==> src/rtl/mc_control_unit.sv <==
// Multicycle RV32I control FSM: FETCH -> EXEC (-> MEM) with mem_ready-stalled memory phases.
// Optional macro CU_TRAP_EN adds illegal-instruction and bus-timeout trapping.
module mc_control_unit #(
    parameter int unsigned MEM_TIMEOUT = 15,
    parameter int unsigned CNT_W       = 8
) (
    input  logic        clock,
    input  logic        resetn,
    input  logic [31:0] ir,
    input  logic        AltB,
    input  logic        AltuB,
    input  logic        AeqB,
    input  logic        mem_ready,
    output logic [1:0]  pcsel,
    output logic        irsel,
    output logic [1:0]  regsel,
    output logic        regen,
    output logic        alusel0,
    output logic        alusel1,
    output logic [9:0]  op,
    output logic        re,
    output logic        we,
    output logic        addrsel,
    output logic        tmpen,
    output logic [2:0]  size,
    output logic        trap,
    output logic        bus_err
);
    localparam logic [6:0] OpcLoad   = 7'b0000011;
    localparam logic [6:0] OpcStore  = 7'b0100011;
    localparam logic [6:0] OpcBranch = 7'b1100011;
    localparam logic [6:0] OpcJalr   = 7'b1100111;
    localparam logic [6:0] OpcJal    = 7'b1101111;
    localparam logic [6:0] OpcOpImm  = 7'b0010011;
    localparam logic [6:0] OpcOp     = 7'b0110011;
    localparam logic [6:0] OpcLui    = 7'b0110111;
    localparam logic [6:0] OpcAuipc  = 7'b0010111;

    localparam logic [1:0] PcInc  = 2'd1;
    localparam logic [1:0] PcAlu  = 2'd2;
    localparam logic [1:0] RegMem = 2'd1;
    localparam logic [1:0] RegPc4 = 2'd2;
    localparam logic [1:0] RegImm = 2'd3;

    typedef enum logic [2:0] {StIdle, StFetch, StExec, StMem, StTrap} state_e;

`ifdef CU_TRAP_EN
    localparam state_e IllegalNext = StTrap;
`else
    localparam state_e IllegalNext = StFetch;
`endif

    state_e state_q, state_d;

    logic [6:0] opcode;
    logic [6:0] funct7;
    logic [2:0] funct3;
    assign opcode = ir[6:0];
    assign funct3 = ir[14:12];
    assign funct7 = ir[31:25];

    logic unused_ir;
    assign unused_ir = ^{ir[24:15], ir[11:7]};

    logic is_load, is_store, is_branch, is_jalr, is_jal, is_opimm, is_op, is_lui, is_auipc;
    assign is_load   = (opcode == OpcLoad);
    assign is_store  = (opcode == OpcStore);
    assign is_branch = (opcode == OpcBranch);
    assign is_jalr   = (opcode == OpcJalr);
    assign is_jal    = (opcode == OpcJal);
    assign is_opimm  = (opcode == OpcOpImm);
    assign is_op     = (opcode == OpcOp);
    assign is_lui    = (opcode == OpcLui);
    assign is_auipc  = (opcode == OpcAuipc);

    logic f7_zero, f7_alt, illegal, taken;
    assign f7_zero = (funct7 == 7'b0000000);
    assign f7_alt  = (funct7 == 7'b0100000);

    always_comb begin
        illegal = 1'b0;
        if (is_load) begin
            illegal = (funct3 == 3'b011) || (funct3[2:1] == 2'b11);
        end else if (is_store) begin
            illegal = (funct3 > 3'b010);
        end else if (is_branch) begin
            illegal = (funct3[2:1] == 2'b01);
        end else if (is_jalr) begin
            illegal = (funct3 != 3'b000);
        end else if (is_op) begin
            illegal = !(f7_zero || (f7_alt && (funct3 == 3'b000 || funct3 == 3'b101)));
        end else if (is_opimm) begin
            illegal = ((funct3 == 3'b001) && !f7_zero) ||
                      ((funct3 == 3'b101) && !(f7_zero || f7_alt));
        end else if (!(is_jal || is_lui || is_auipc)) begin
            illegal = 1'b1;
        end
    end

    // funct3[0] inverts the base condition (BNE/BGE/BGEU).
    always_comb begin
        taken = 1'b0;
        case (funct3[2:1])
            2'b00:   taken = AeqB;
            2'b10:   taken = AltB;
            2'b11:   taken = AltuB;
            default: taken = 1'b0;
        endcase
        taken = taken ^ funct3[0];
    end

`ifdef CU_TRAP_EN
    logic [CNT_W-1:0] cnt_q, cnt_d;
    logic             bus_err_q, bus_err_d;
    logic             stalled, timeout;

    assign stalled   = (state_q == StFetch || state_q == StMem) && !mem_ready;
    assign timeout   = stalled && (cnt_q == CNT_W'(MEM_TIMEOUT));
    assign cnt_d     = (stalled && !timeout) ? cnt_q + 1'b1 : '0;
    assign bus_err_d = (state_q == StTrap) ? bus_err_q : timeout;
`else
    logic [31:0] unused_cfg;
    assign unused_cfg = MEM_TIMEOUT ^ CNT_W;
`endif

    always_ff @(posedge clock or negedge resetn) begin
        if (!resetn) begin
            state_q   <= StIdle;
`ifdef CU_TRAP_EN
            cnt_q     <= '0;
            bus_err_q <= 1'b0;
`endif
        end else begin
            state_q   <= state_d;
`ifdef CU_TRAP_EN
            cnt_q     <= cnt_d;
            bus_err_q <= bus_err_d;
`endif
        end
    end

    always_comb begin
        state_d = state_q;
        case (state_q)
            StIdle:  state_d = StFetch;
            StFetch: begin
                if (mem_ready) state_d = StExec;
`ifdef CU_TRAP_EN
                if (timeout) state_d = StTrap;
`endif
            end
            StExec: begin
                if (illegal)                  state_d = IllegalNext;
                else if (is_load || is_store) state_d = StMem;
                else                          state_d = StFetch;
            end
            StMem: begin
                if (mem_ready) state_d = StFetch;
`ifdef CU_TRAP_EN
                if (timeout) state_d = StTrap;
`endif
            end
            StTrap:  state_d = StTrap;
            default: state_d = StIdle;
        endcase
    end

    always_comb begin
        pcsel   = '0;
        irsel   = 1'b0;
        regsel  = '0;
        regen   = 1'b0;
        alusel0 = 1'b0;
        alusel1 = 1'b0;
        op      = '0;
        re      = 1'b0;
        we      = 1'b0;
        addrsel = 1'b0;
        tmpen   = 1'b0;
        size    = '0;
        trap    = 1'b0;
        bus_err = 1'b0;
        case (state_q)
            StFetch: begin
                re    = 1'b1;
                irsel = mem_ready;
            end
            StExec: begin
                if (illegal) begin
`ifndef CU_TRAP_EN
                    pcsel = PcInc;
`endif
                end else begin
                    unique case (1'b1)
                        is_op: begin
                            op    = {funct3, funct7};
                            regen = 1'b1;
                            pcsel = PcInc;
                        end
                        is_opimm: begin
                            alusel1 = 1'b1;
                            op      = {funct3, (funct3 == 3'b101) ? funct7 : 7'b0};
                            regen   = 1'b1;
                            pcsel   = PcInc;
                        end
                        is_lui: begin
                            regsel = RegImm;
                            regen  = 1'b1;
                            pcsel  = PcInc;
                        end
                        is_auipc: begin
                            alusel0 = 1'b1;
                            alusel1 = 1'b1;
                            regen   = 1'b1;
                            pcsel   = PcInc;
                        end
                        is_jal: begin
                            alusel0 = 1'b1;
                            alusel1 = 1'b1;
                            regsel  = RegPc4;
                            regen   = 1'b1;
                            pcsel   = PcAlu;
                        end
                        is_jalr: begin
                            alusel1 = 1'b1;
                            regsel  = RegPc4;
                            regen   = 1'b1;
                            pcsel   = PcAlu;
                        end
                        is_branch: begin
                            alusel0 = 1'b1;
                            alusel1 = 1'b1;
                            pcsel   = taken ? PcAlu : PcInc;
                        end
                        is_load, is_store: begin
                            alusel1 = 1'b1;
                            tmpen   = 1'b1;
                        end
                        default: ;
                    endcase
                end
            end
            StMem: begin
                addrsel = 1'b1;
                size    = funct3;
                re      = is_load;
                we      = is_store;
                if (mem_ready) begin
                    pcsel = PcInc;
                    if (is_load) begin
                        regsel = RegMem;
                        regen  = 1'b1;
                    end
                end
            end
`ifdef CU_TRAP_EN
            StTrap: begin
                trap    = !bus_err_q;
                bus_err = bus_err_q;
            end
`endif
            default: ;
        endcase
    end

endmodule

==> config.mk <==
export PLATFORM = sky130hd
export DESIGN_NAME = mc_control_unit
export DESIGN_NICKNAME = d
export VERILOG_FILES = /design/src/rtl/mc_control_unit.sv
export SDC_FILE = /design/constraint.sdc
export NUM_CORES = 1
export LEC_CHECK = 0
export CORE_MARGIN = 5
export CORE_UTILIZATION = 35
export CTS_CLUSTER_DIAMETER = 200
export CTS_CLUSTER_SIZE = 40
export DETAILED_ROUTE_END_ITERATION = 6
export GPL_ROUTABILITY_DRIVEN = 0
export PLACE_DENSITY = 0.83
export RECOVER_POWER = 25
export SYNTH_ARGS = -nofsm -noshare
export SYNTH_HDL_FRONTEND = slang
export SYNTH_SLANG_ARGS = --single-unit
==> constraint.sdc <==
create_clock -name clock -period 4.21 [get_ports clock]
set_input_delay 0.842 -clock clock [delete_from_list [all_inputs] [get_ports clock]]
set_output_delay 0.842 -clock clock [all_outputs]
set_load 0.01 [all_outputs]
# After elaboration in Yosys (flattened, before gate mapping)
# Cells that the tools add are included.
# totals
register_bits	3
input_bits	38
output_inout_bits	27
word_cells	97
# classes
order_cmp	1
eq_ne	22
muxes	46
bitwise	1
reduce_logical	26
# op_table
operator	n
7-bit by 6-bit equality test with 1-bit output, second input constant	4
1-bit two-way mux	26
7-bit equality test, second input constant	3
10-bit two-way mux	2
10-bit one-hot mux with 2 select lines	1
3-bit one-hot mux with 5 select lines	1
7-bit by 5-bit equality test with 1-bit output, second input constant	2
2-bit one-hot mux with 2 select lines	3
2-bit two-way mux	5
3-bit by 2-bit equality test with 1-bit output, second input constant	3
3-bit two-way mux	3
1-bit logical OR	8
7-bit by 2-bit equality test with 1-bit output, second input constant	1
7-bit zero test	1
7-bit two-way mux	1
7-bit OR reduction	1
3-bit by 1-bit equality test with 1-bit output, second input constant	2
3-bit equality test, second input constant	2
3-bit zero test	2
2-bit one-hot mux with 3 select lines	1
6-bit OR reduction	1
2-bit equality test, second input constant	2
2-bit != test, second input constant	2
1-bit one-hot mux with 2 select lines	2
other kinds (12)	17

# Depth between registers and ports, before layout
# depth
word_depth	13
depth_mapped	6
ltp_nobuf	5

# Worst setup path after synthesis
# OpenSTA, ideal clock, no wires.
# synth_timing
path_kind	input -> output
startpoint	in ir[5]
endpoint	out op[5]
arrival_time_ns	2.449
required_ns	3.368
path_slack_ns	0.919
path_stages	5
path_buffers	1
cell_sequence	buf_4 -> or4_4 -> a221oi_4 -> o21ai_4 -> a2111oi_2
# synth_between
elab_chain_len	12
elab_cells_between_ends	21
classes_between	eq/ne (9); mux (10); reduce/logical (2)
# synth_rtl
element	line_no	source
start, declared	9	input logic [31:0] ir,
7-bit equality test or 7-bit by 6-bit equality test with 1-bit output (tied branches)	70, 73	
1-bit logical OR (2 in series)	95	end else if (!(is_jal || is_lui || is_auipc)) begin
1-bit two-way mux	95	
1-bit two-way mux	92	end else if (is_opimm) begin
1-bit two-way mux	90	end else if (is_op) begin
1-bit two-way mux	88	end else if (is_jalr) begin
1-bit two-way mux	86	end else if (is_branch) begin
1-bit two-way mux	84	end else if (is_store) begin
1-bit two-way mux	82	if (is_load) begin
10-bit two-way mux (*)	189	if (illegal) begin
10-bit two-way mux (*)	183	case (state_q)
end, declared	20	output logic [9:0] op,
# Every way passes the cells marked *; elsewhere a longest branch is shown, timed or not.

# Final worst setup path
# layout_timing
startpoint	in ir[4]
endpoint	out pcsel[1]
# layout_between
elab_chain_len	12
elab_cells_between_ends	23
classes_between	eq/ne (9); mux (10); reduce/logical (4)
# layout_rtl
element	line_no	source
7-bit equality test or 7-bit by 6-bit equality test with 1-bit output (tied branches)	70, 73	
1-bit logical OR (2 in series)	95	
1-bit two-way mux	95	
1-bit two-way mux	92	
1-bit two-way mux	90	
1-bit two-way mux	88	
1-bit two-way mux	86	
1-bit two-way mux	84	
1-bit two-way mux	82	
2-bit two-way mux (*)	189	
2-bit one-hot mux with 2 select lines (*)	183	
end, declared	14	output logic [1:0] pcsel,
# Marked as above.

==> flow_summary.ini <==
[run_status]
status = complete, no violations

[clock_tree]
cts_hold_buf = 0
clk-insertion-delay-late_ps = 230
htreeDepth = 1
cts_tree = yes
cts_buffer_depth = 2
cts_num_sinks = 3
clkTransAtPathRegs_ps = 40
root_buffer = clkbuf_4
cts_made_buffers = 3

[cells_and_area]
area_delta_synth_final_pct = 61.8
final_common_cell = clkdlybuf4s50_1
nets = 208
drive_gt1_frac = 0.237
utilization = 0.579
largestRegisters = state_q x3
largest_reg_flops = 3
layout_common_cells = clkdlybuf4s50_1 (31), buf_4 (21), conb_1 (8)
antennaDiodeCount = 0
regMostFlops = state_q

[floorplan]
fp.dieH_um = 59.6
core_area_um2 = 2410
io_pins = 65
floorplan.initialDensity = 0.358
die_w_um = 59.6
die_area_um2 = 3560
num_rows = 18

[setup_path]
worstPathArrival_ps = 3250
reg2reg_depth = 5
critPathCaptureType = output port
reg2reg_from = state_q[1]$_DFFE_PN0P_
cp_max_fo = 2
required_ps = 3370
critical_path_class = in -> out
cp-startpoint = ir[4]
start_kind = input pin

[detailed_routing]
drt_iter0_drc = 27
wl_per_cell_um = 14.3
drt-total-wl_um = 2850
dr_total_vias = 1067
via_per_inst = 5.36
drt_first_pass_iters = 4
drc_errors = 0
ant_nets = 0

[placed_design]
port_buffers = 41
pre_cts_ws_ps = -72.2
place_hpwl_um = 2370

[grt]
first_global_vias = 1070
overflow = 0
grt_pass1_wl_um = 4430
antenna_found_initial = 0
grt_max_degree = 10
grt_usage = 0.160

[logic_synthesis]
synth_edf_count = 0
seq_area_frac_synth = 0.0871
synth_cell_types = 46
yosysWarnings = 0
synthCells = 111
synth_flop_cell = dfrtp_1
synth.ff_latch_count = 3
synth_area_um2 = 862
async_flop_share = 1.00
syn_area_per_cell_um2 = 7.77

[timing]
hold_viol = 0
worst_hold_slack_ps = 516
setup_slack_ps = 122
min_period_over_period = 0.971
final.min_clock_period_ps = 4090
fin_skew_ps = 2.15
slew_violations = 0
fmax_ghz = 0.245
setup_violations = 0
rsz0062_at_grt = no

[power]
peakVddDrop_mv = 0.162
cellPowerDensity_nw_per_um2 = 207
leakage_nw = 0.607

[job]
maxCapViolCount = 0

[worst_hold_path]
hp-class = reg -> reg
holdCritStartpoint = state_q[2]$_DFFE_PN0P_
hold_depth = 1
-- per-stage QoR --
stage | setup TNS [ps] | area [µm²] | total power [mW] | std cells
floorplan | 0 | 888 | 0.150 | 118
global placement | -73.7 | 1360 | 0.232 | 194
detailed placement | -289 | 1360 | 0.241 | 194
CTS | 0 | 1390 | 0.291 | 199
global route | 0 | 1400 | 0.307 | 199
finish | 0 | 1400 | 0.289 | 199
-- critical path, stage by stage --
cell             delay, ps
clkdlybuf4s50_1        520
inv_4                   40
or4_4                  490
a221oi_4               360
buf_4                  180
nor2_1                  40
and4b_1                240
clkdlybuf4s50_1        540
-- synthesized netlist by cell type, types with 2 or more instances --
| cell | number | area, µm² |
|---|---|---|
| o31ai_1 | 2 | 15.0 |
| o21ai_0 | 4 | 20.0 |
| mux2i_1 | 2 | 20.0 |
| buf_6 | 4 | 45.0 |
| a31oi_1 | 3 | 18.8 |
| nand3_1 | 2 | 10.0 |
| nand4_1 | 2 | 12.5 |
| o21ai_2 | 2 | 17.5 |
| buf_4 | 11 | 82.6 |
| a21oi_1 | 7 | 35.0 |
| xnor2_1 | 4 | 35.0 |
| dfrtp_1 | 3 | 75.1 |
| a2111oi_2 | 2 | 30.0 |
| or3_1 | 2 | 12.5 |
| inv_1 | 7 | 26.3 |
| nor4_1 | 5 | 31.3 |
| and3_1 | 2 | 12.5 |
| nor2_1 | 5 | 18.8 |
| nand3b_1 | 2 | 15.0 |
| nor3b_1 | 3 | 22.5 |
| o31a_1 | 3 | 26.3 |
| nand2_1 | 6 | 22.5 |
| nor3_1 | 5 | 25.0 |
-- cell type report --
cell class	count	area, µm²
repair buffers	62	566
well taps	30	37.5
inverters	8	32.5
multi-input cells	92	658
fillers	237	1010
flip-flops and latches	3	75.1
clock buffers	4	26.3
-- what timing repair did --
| item | in CTS | in global routing |
|---|---|---|
| pin swaps | 0 | 0 |
| gates cloned | 0 | 0 |
| setup endpoints to repair | 7 | 2 |
| buffers inserted | 1 | 0 |
| resized for setup | 6 | 3 |
-- power breakdown --
| group | internal, mW | total [mW] | switching, mW | leakage (nW) |
|---|---|---|---|---|
| logic | 0.0975 | 0.191 | 0.0935 | 0.555 |
| clock network | 0.0354 | 0.0492 | 0.0138 | 0.0150 |
| registers | 0.0366 | 0.0483 | 0.0116 | 0.0364 |
-- layer usage --
layer,GRT usage,wire length (µm)
met1,0.167,1080
met2,0.309,1440
met3,0.0261,290
met4,0.0665,34
met5,0,0
-- final timing paths --
path / end / slack [ps]
worst min-delay path: state_q[1]$_DFFE_PN0P_ / 520
max in group asynchronous: state_q[0]$_DFFE_PN0P_ / 3200
worst max-delay path: pcsel[1] / 120
worst min register to register: state_q[1]$_DFFE_PN0P_ / 520
worst max register to register: state_q[1]$_DFFE_PN0P_ / 2700
min in group asynchronous: state_q[1]$_DFFE_PN0P_ / 870
-- cell families after synthesis --
| group | count (synthesis) | share of synthesized area |
|---|---|---|
| XOR/XNOR | 5 | 0.0508 |
| multiplexers | 2 | 0.0232 |
| flip-flops | 3 | 0.0871 |
| other | 1 | 0.00435 |
| buffers and inverters | 23 | 0.186 |
| AO/OA/AOI/OAI | 31 | 0.296 |
| AND/OR/NAND/NOR | 46 | 0.353 |
Note: power is estimated with default switching activity, not from simulation.
==> edit: new RTL, config.mk and constraints unchanged <==
The option `CU_TRAP_EN` is turned on by a define.
--- a/src/rtl/mc_control_unit.sv
+++ b/src/rtl/mc_control_unit.sv
@@ -1,5 +1,7 @@
 // Multicycle RV32I control FSM: FETCH -> EXEC (-> MEM) with mem_ready-stalled memory phases.
 // Optional macro CU_TRAP_EN adds illegal-instruction and bus-timeout trapping.
+`define CU_TRAP_EN
+
 module mc_control_unit #(
     parameter int unsigned MEM_TIMEOUT = 15,
     parameter int unsigned CNT_W       = 8
Check against the original RTL: not equivalent (a bounded check fails within 4 cycles, from zero or initial values and one cycle with resetn low).
==> edit against the unedited design <==
The flow now finishes with violations (setup timing). Worst hold slack lost 53 ps. First-iteration DRC count grew 93%. Area after synthesis grew 43%. Clock power grew 86%. Setup slack lost 160 ps. Sequential power grew to 3.4 times the old value. Cell area grew 30%. Global-route usage shrank 2.2 points. Fmax shrank 3.7%. Power grew 68%. Core utilization shrank 3.8 points. Routed wire length grew 24%. Sequential cell count grew 9. Critical path type unchanged.
==> edit: results (changes against the unedited design) <==
first-pass GRT wire length=5720 um (+29%); Root Buffer=clkbuf_4; total CTS buffers=3 (unchanged); H-tree Lvls=1 (unchanged); Synth Instances=156 (+41%); Post-CTS Setup Bufs=0 (-1); largest net degree at the start of global routing=13 (+3); initial antenna violation count=0 (unchanged); Post-synth top cells=nand2_1 (16), nor2_1 (16), dfrtp_1 (12), nor3_1 (10), and3_1 (8); vias in the first global route=1311 (+23%); clk buf depth=2 (unchanged); # setup viols final=1 (+1); setup slack after layout=-34.10 ps (-156.4 ps); ANT cells=0 (unchanged); post-route clock skew=0.8392 ps (-1.306 ps); VDD IR-drop max=0.1035 mV (-36%); Worst-Skew Late Latency=270 ps (+40 ps); slew margin rel.=0.6552; share of cells above drive strength 1=0.1401 (-0.09659); Seq/Total Area, Yosys=0.2439 (+0.1568); Yosys top cell by area=dfrtp_1; status=complete, but fails checks; via-per-instance ratio=5.237 (-2.3%); Unique masters post-synth=52 (+13%); Post-CTS Resized=0 (-6); min Tclk post-route=4244 ps (+156.4 ps); ranking of synthesized cells by area=dfrtp_1 (24%), nand2_1 (4.9%), nor2_1 (4.9%); Clock transition at path regs=70 ps (+30 ps); Buffers on Ports=43 (+4.9%); HP Class=flop to flop; Worst path max stage delay=600 ps (+60 ps); synth warn=0 (unchanged); Setup TNS=-34.10 ps (-34.10 ps); Global Route Usage Sum=0.1382 (-0.02164); violated checks=setup timing; static leakage=0.7459 nW (+23%); total routed wirelength=3541 um (+24%); CP arrival=3400 ps (+150 ps); Critical Path Fanout Max=7 (+5); TritonRoute pass-1 iters=6 (+2); CP max-delay cell=clkdlybuf4s50_1; nets=247 (+19%); DRT iter0 DRCs=52 (+93%); Detailed Place HPWL=2739 um (+15%); ys async rst share=1.000 (unchanged); largest registers=cnt_q: 8 flops, state_q: 3 flops, bus_err_q: 1 flops
## edit: cell types whose count changed in the layout (fill, tap and decap cells not counted), sizes merged, moves of 4 or more
cell | before | now
buf | 21 | 14
dfrtp | 3 | 12
nand2 | 7 | 16
nor2 | 5 | 16
o31a | 4 | 0
clkdlybuf4s50 | 31 | 40
dlygate4sd2 | 6 | 0
nor3 | 6 | 11
nor2b | 0 | 4
and3 | 2 | 8
## edit: cell families (layout without fill, tap and decap cells)
| family | after synthesis | in the layout | share of synthesized area |
|---|---|---|---|
| AOI/OAI and AO/OA | 31 | 31 | 0.1972 |
| xor gates and xnor gates | 9 | 9 | 0.06402 |
| adders and majority gates | 1 | 1 | 0.01016 |
| buffers and inverters | 20 | 66 | 0.09146 |
| DFF | 12 | 12 | 0.2439 |
| muxes | 2 | 2 | 0.01728 |
| other | 1 | 6 | 0.003046 |
| and+or+nand+nor | 80 | 80 | 0.3730 |
## edit: per-stage QoR
step / setup WS, ps / std cells / hold WS [ps] / cell area, sq um
floorplan: 1100 / 161 / 432.9 / 1250
global placement: 71.18 / 249 / 447.7 / 1749
detailed placement: 77.94 / 249 / 455.4 / 1749
CTS: 58.30 / 253 / 465.7 / 1785
global route: -82.21 / 253 / 504.3 / 1821
finish: -34.10 / 253 / 462.8 / 1821
## edit: power breakdown
| group | switching (W) | internal (W) | total (W) |
|---|---|---|---|
| Clock | 0.0000390 | 0.0000526 | 0.0000916 |
| Combinational | 0.000113 | 0.000117 | 0.000230 |
| Sequential | 0.0000282 | 0.000135 | 0.000164 |
| Total | 0.000180 | 0.000305 | 0.000485 |
## edit: layout make-up
cell class | count | area, sq um
clock buffer | 4 | 36.28
fill | 332 | 1543
inverter | 5 | 18.77
multi-input combinational | 129 | 867.1
sequential | 12 | 300.3
tap | 46 | 57.56
timing repair buffer | 57 | 540.5
## edit: worst paths after layout
check | from | endpoint | slack, ps | cells after the start
worst max-delay path | ir[5] | op[5] | -30 | 8
min in group asynchronous | resetn | cnt_q[3] | 970 | 1
max in group asynchronous | resetn | state_q[1] | 2900 | 1
worst min-delay path | cnt_q[0] | cnt_q[0] | 460 | 1
worst min register to register | cnt_q[0] | cnt_q[0] | 460 | 1
worst max register to register | cnt_q[0] | state_q[2] | 2420 | 6
## edit: critical path: cells and delay by family
kind            cells  cell delay, ps
compound gates      1              60
buf+inv             3            1370
simple gates        4            1120
## edit: routing by layer
metal | GRT usage | share of wire | vias up
met5 | 0 | 0 | -
met4 | 0.04772 | 0.011 | 0
met3 | 0.02899 | 0.061 | 5
met2 | 0.2267 | 0.47 | 46
met1 | 0.1785 | 0.46 | 617
li1 | - | - | 657
